**src/rtl/karatsuba_poly_mult_seq.sv**
```systemverilog
// rtl/karatsuba_poly_mult_seq.sv - digit-serial carry-less GF(2)[x] multiplier with optional mod-P reduction
module karatsuba_poly_mult_seq #(
  parameter int             N    = 8,
  parameter int             D    = 2,
  parameter logic [N-1:0]   POLY = N'(8'h1B)
) (
  input  logic             clk,
  input  logic             rst_n,
  input  logic             in_valid,
  output logic             in_ready,
  input  logic [N-1:0]     in_a,
  input  logic [N-1:0]     in_b,
  input  logic             in_reduce,
  output logic             out_valid,
  input  logic             out_ready,
  output logic [2*N-2:0]   out_c,
  output logic             out_reduced
);

  // W: full product width; RW: width of (acc * x^D) before folding back into N bits
  localparam int W  = 2*N-1;
  localparam int RW = N+D;
  localparam int ND = N/D;
  localparam int CW = $clog2(ND+1);
  localparam logic [RW-1:0] P_FULL = RW'({1'b1, POLY});

  typedef enum logic [1:0] {S_IDLE, S_BUSY, S_DONE} state_t;

  state_t          state_q, state_d;
  logic [N-1:0]    a_q, a_d;
  logic [N-1:0]    b_q, b_d;
  logic            reduce_q, reduce_d;
  logic [CW-1:0]   cnt_q, cnt_d;
  logic [W-1:0]    acc_q, acc_d;

  logic [D-1:0]    digit;
  logic [RW-1:0]   prod;
  logic [W-1:0]    full_next;
  logic [W-1:0]    red_next;

  // Schoolbook N x D carry-less product; result fits in N+D-1 bits
  function automatic logic [RW-1:0] clmul_digit(input logic [N-1:0] a, input logic [D-1:0] dg);
    logic [RW-1:0] r;
    r = '0;
    for (int i = 0; i < D; i++) begin
      if (dg[i]) r = r ^ (RW'(a) << i);
    end
    return r;
  endfunction

  // Fold bits N..N+D-1 back using x^N = POLY, highest bit first
  function automatic logic [N-1:0] reduce_mod_p(input logic [RW-1:0] v);
    logic [RW-1:0] t;
    t = v;
    for (int i = RW-1; i >= N; i--) begin
      if (t[i]) t = t ^ (P_FULL << (i-N));
    end
    return t[N-1:0];
  endfunction

  // Datapath for one digit step; reduction is linear so acc*x^D and A*digit are folded together
  always_comb begin
    digit     = b_q[N-1 -: D];
    prod      = clmul_digit(a_q, digit);
    full_next = (acc_q << D) ^ W'(prod);
    red_next  = W'(reduce_mod_p((RW'(acc_q[N-1:0]) << D) ^ prod));
  end

  // Next-state logic: IDLE accepts, BUSY consumes N/D digits then one settle cycle, DONE holds until taken
  always_comb begin
    state_d  = state_q;
    a_d      = a_q;
    b_d      = b_q;
    reduce_d = reduce_q;
    cnt_d    = cnt_q;
    acc_d    = acc_q;
    case (state_q)
      S_IDLE: begin
        if (in_valid) begin
          a_d      = in_a;
          b_d      = in_b;
          reduce_d = in_reduce;
          cnt_d    = '0;
          acc_d    = '0;
          state_d  = S_BUSY;
        end
      end
      S_BUSY: begin
        if (cnt_q == CW'(ND)) begin
          state_d = S_DONE;
        end else begin
          acc_d = reduce_q ? red_next : full_next;
          b_d   = b_q << D;
          cnt_d = cnt_q + CW'(1);
        end
      end
      S_DONE: begin
        if (out_ready) state_d = S_IDLE;
      end
      default: state_d = S_IDLE;
    endcase
  end

  // State and datapath registers; reset aborts any transaction in flight
  always_ff @(posedge clk or negedge rst_n) begin
    if (!rst_n) begin
      state_q  <= S_IDLE;
      a_q      <= '0;
      b_q      <= '0;
      reduce_q <= 1'b0;
      cnt_q    <= '0;
      acc_q    <= '0;
    end else begin
      state_q  <= state_d;
      a_q      <= a_d;
      b_q      <= b_d;
      reduce_q <= reduce_d;
      cnt_q    <= cnt_d;
      acc_q    <= acc_d;
    end
  end

  assign in_ready    = (state_q == S_IDLE);
  assign out_valid   = (state_q == S_DONE);
  assign out_c       = acc_q;
  assign out_reduced = reduce_q;

endmodule

```
**config.mk**
```make
export PLATFORM = sky130hd
export DESIGN_NAME = karatsuba_poly_mult_seq
export DESIGN_NICKNAME = d
export VERILOG_FILES = /design/src/rtl/karatsuba_poly_mult_seq.sv
export SDC_FILE = /design/constraint.sdc
export NUM_CORES = 1
export LEC_CHECK = 0
export CORE_MARGIN = 1.5
export CORE_UTILIZATION = 50
export DETAILED_ROUTE_END_ITERATION = 8
export PLACE_DENSITY = 0.79
export SYNTH_ARGS = -nofsm -noshare
export SYNTH_HDL_FRONTEND = slang
export SYNTH_SLANG_ARGS = --single-unit
export TNS_END_PERCENT = 30
```
**constraint.sdc**
```tcl
create_clock -name clk -period 2.8 [get_ports clk]
set_input_delay 0.42 -clock clk [delete_from_list [all_inputs] [get_ports clk]]
set_output_delay 0.42 -clock clk [all_outputs]
set_load 0.01 [all_outputs]
```
==> flow_summary_export.csv <==
group,metric,value,unit
synth,yosysMostFrequentCell,"dfrtp_1",
sta,fin_crit,1910,ps
sta,slew_violations,0,
sta,min_period_over_period,0.683,
global_routing,grt_pass1_wl,5760,microns
setup_path,endpoint_kind,"output port",
synth,ys_ff_latch,37,
sta,setup_tns,0,ps
synth,synth_cell_types,28,
clocking,cts.sink_count,37,
status,outcome,"completed",
synth,synthCells,160,
sta,layout_setup_ws,886,ps
setup_path,path_class,"reg -> out",
place,hpwlAfterDp,2490,microns
clocking,cts.clk_slew.worst_paths,100,ps
die,die_height,62.6,microns
setup_path,reg2reg_slack,1070,ps
place,portBuffers,38,
clocking,clockRootBuffer,"clkbuf_4",
setup_path,critical-path-max-stage-delay,570,ps
synth,synth_edf_count,0,
synth,avgSynthCellArea,11.1,sq um
place,gp_congestion,0.766,
synth,async_flop_share,1.00,
layout,areaGrowthSynthToFinish,24.9,%
worst_hold_path,hold_path_class,"in -> async",
clocking,postCtsSetupRepairBufs,0,
global_routing,track_usage,0.195,
synth,yosysWarnings,0,
die,core-area,0.00336,sq mm
clocking,cts_made_buffers,5,
synth,synth_top_area_cell,"dfrtp_1",
route,post_drt_wl_per_cell,13.2,microns
global_routing,antenna_found_initial,0,
sta,relSlewSlack,0.469,
layout,finalNetCount,222,
synth,synth_top_area_frac,0.521,
sta,finalClockSkew,12.1,ps
layout,diodes,0,
power,leakagePower,0.956,nW
clocking,insertion_delay,330,ps
synth,synth_area,0.00178,sq mm
sta,finalHoldViolCount,0,
route,vias,1241,
clocking,ctsHoldBuffers,0,
die,dieWidth,62.6,microns
route,initialDrtViolationCount,50,
global_routing,first_global_vias,1249,
route,ant_nets,0,
global_routing,grt_max_degree,38,
clocking,cts-resized-gates,0,
sta,setup_viol,0,
synth,ys_seq_area_frac,0.521,
power,power,2.65,mW
power,power-per-cell-area,1200,mW/mm^2
sta,worst_pin_slew,796,ps
die,pin_count,39,
die,rows,21,
layout,drive_above_1_share,0.131,
route,via_per_inst,5.07,
setup_path,crit_arrival,1490,ps
die,dieArea,0.00392,sq mm
sta,timing.fmax,523,MHz
synth,ys_top_cells_by_area,"dfrtp_1 52%, nand2_1 7.0%, xnor2_1 6.4%, mux2_2 5.7%, a22o_1 4.4%",
flow_run,maxCapViolCount,0,
route,first_pass_iters,4,
setup_path,cp-start-kind,"flop",
place,preCtsSetupSlack,759,ps
setup_path,slowest_stage,"clkdlybuf4s50_1",
setup_path,required,2380,ps
power,ir_drop,0.000522,V
route,drcViolationCount,0,
synth,synth_top_cells_by_count,"37 x dfrtp_1, 33 x nand2_1, 14 x o21ai_0",
layout,final_core_util,0.660,
route,totalWireLength,3230,microns
clocking,cts_tree,"yes",
synth,syn-num-nets,183,
global_routing,grt_remaining_overflow,0,
sta,timing.hold.ws,162,ps
clocking,clockBufferDepth,2,
setup_path,cp_max_fo,4,
synth,ys.flop_type,"dfrtp_1",
sta,rsz0062_at_grt,"no",
die,start_util,0.528,
setup_path,worstPathCellList,"nor2b_1, clkdlybuf4s50_1",
clocking,cts_max_level,2,
## layer usage
layer	up-vias	global-route usage	wire, microns
met2	33	0.315	1530
li1	613	-	-
met1	590	0.238	1490
met3	5	0.0631	145
met5	-	0	0
met4	0	0.0917	61
## state kept, by name, indices dropped and copies added (netlist names)
signal       cells
b_q              8
out_reduced      1
cnt_q            3
out_c           15
state_q          2
a_q              8
## through the flow
stage                     instance area [sq um]  instances
after global routing                       2220        245
after floorplan                            1780        160
after global placement                     2160        238
after detailed placement                   2160        238
after CTS                                  2220        245
final                                      2220        245
## critical path: cells and delay by family (launching register included)
| family | cells | cell delay [ps] |
|---|---|---|
| and+or+nand+nor | 1 | 170 |
| DFF | 1 | 420 |
| buffers and inverters | 1 | 570 |
## layout by cell type (no fill, tap or decap), drive strengths merged, types with 2 or more instances in the layout
master,count
clkdlybuf4s50,37
nand2,34
xnor2,14
buf,3
xor2,7
mux2,10
nor2,4
inv,4
o21ai,16
mux2i,6
a22o,9
ha,2
clkbuf,7
dfrtp,37
nand2b,3
## logic make-up after synthesis
family          synth area share
compound gates             0.108
xor+xnor                   0.108
buf+inv                   0.0422
mux                       0.0993
simple gates               0.108
flops                      0.521
fa+ha+maj                 0.0141
## where the power goes
part	switching [mW]	total, mW	internal, mW	leakage [nW]
combinational	0.650	1.37	0.718	0.457
sequential	0.232	1.01	0.780	0.468
clock	0.154	0.273	0.118	0.0314
## final cells by class
class / count / area, sq um
fill: 287 / 1140
multi-input combinational: 111 / 776
inverter: 4 / 15.0
timing repair buffer: 40 / 390
clock buffer: 7 / 55.1
tap: 46 / 57.6
sequential: 37 / 926
## path summary, 6_finish.rpt
check / startpoint / depth (start not counted) / end
worst max-delay path: state_q[0] / 2 / out_valid
worst min-delay path: rst_n / 1 / state_q[0]
worst max register to register: state_q[0] / 5 / out_c[13]
worst min register to register: b_q[4] / 2 / b_q[4]
max in group asynchronous: rst_n / 1 / out_c[7]
min in group clk: b_q[4] / 2 / b_q[4]
Note: power is estimated with default switching activity, not from simulation.
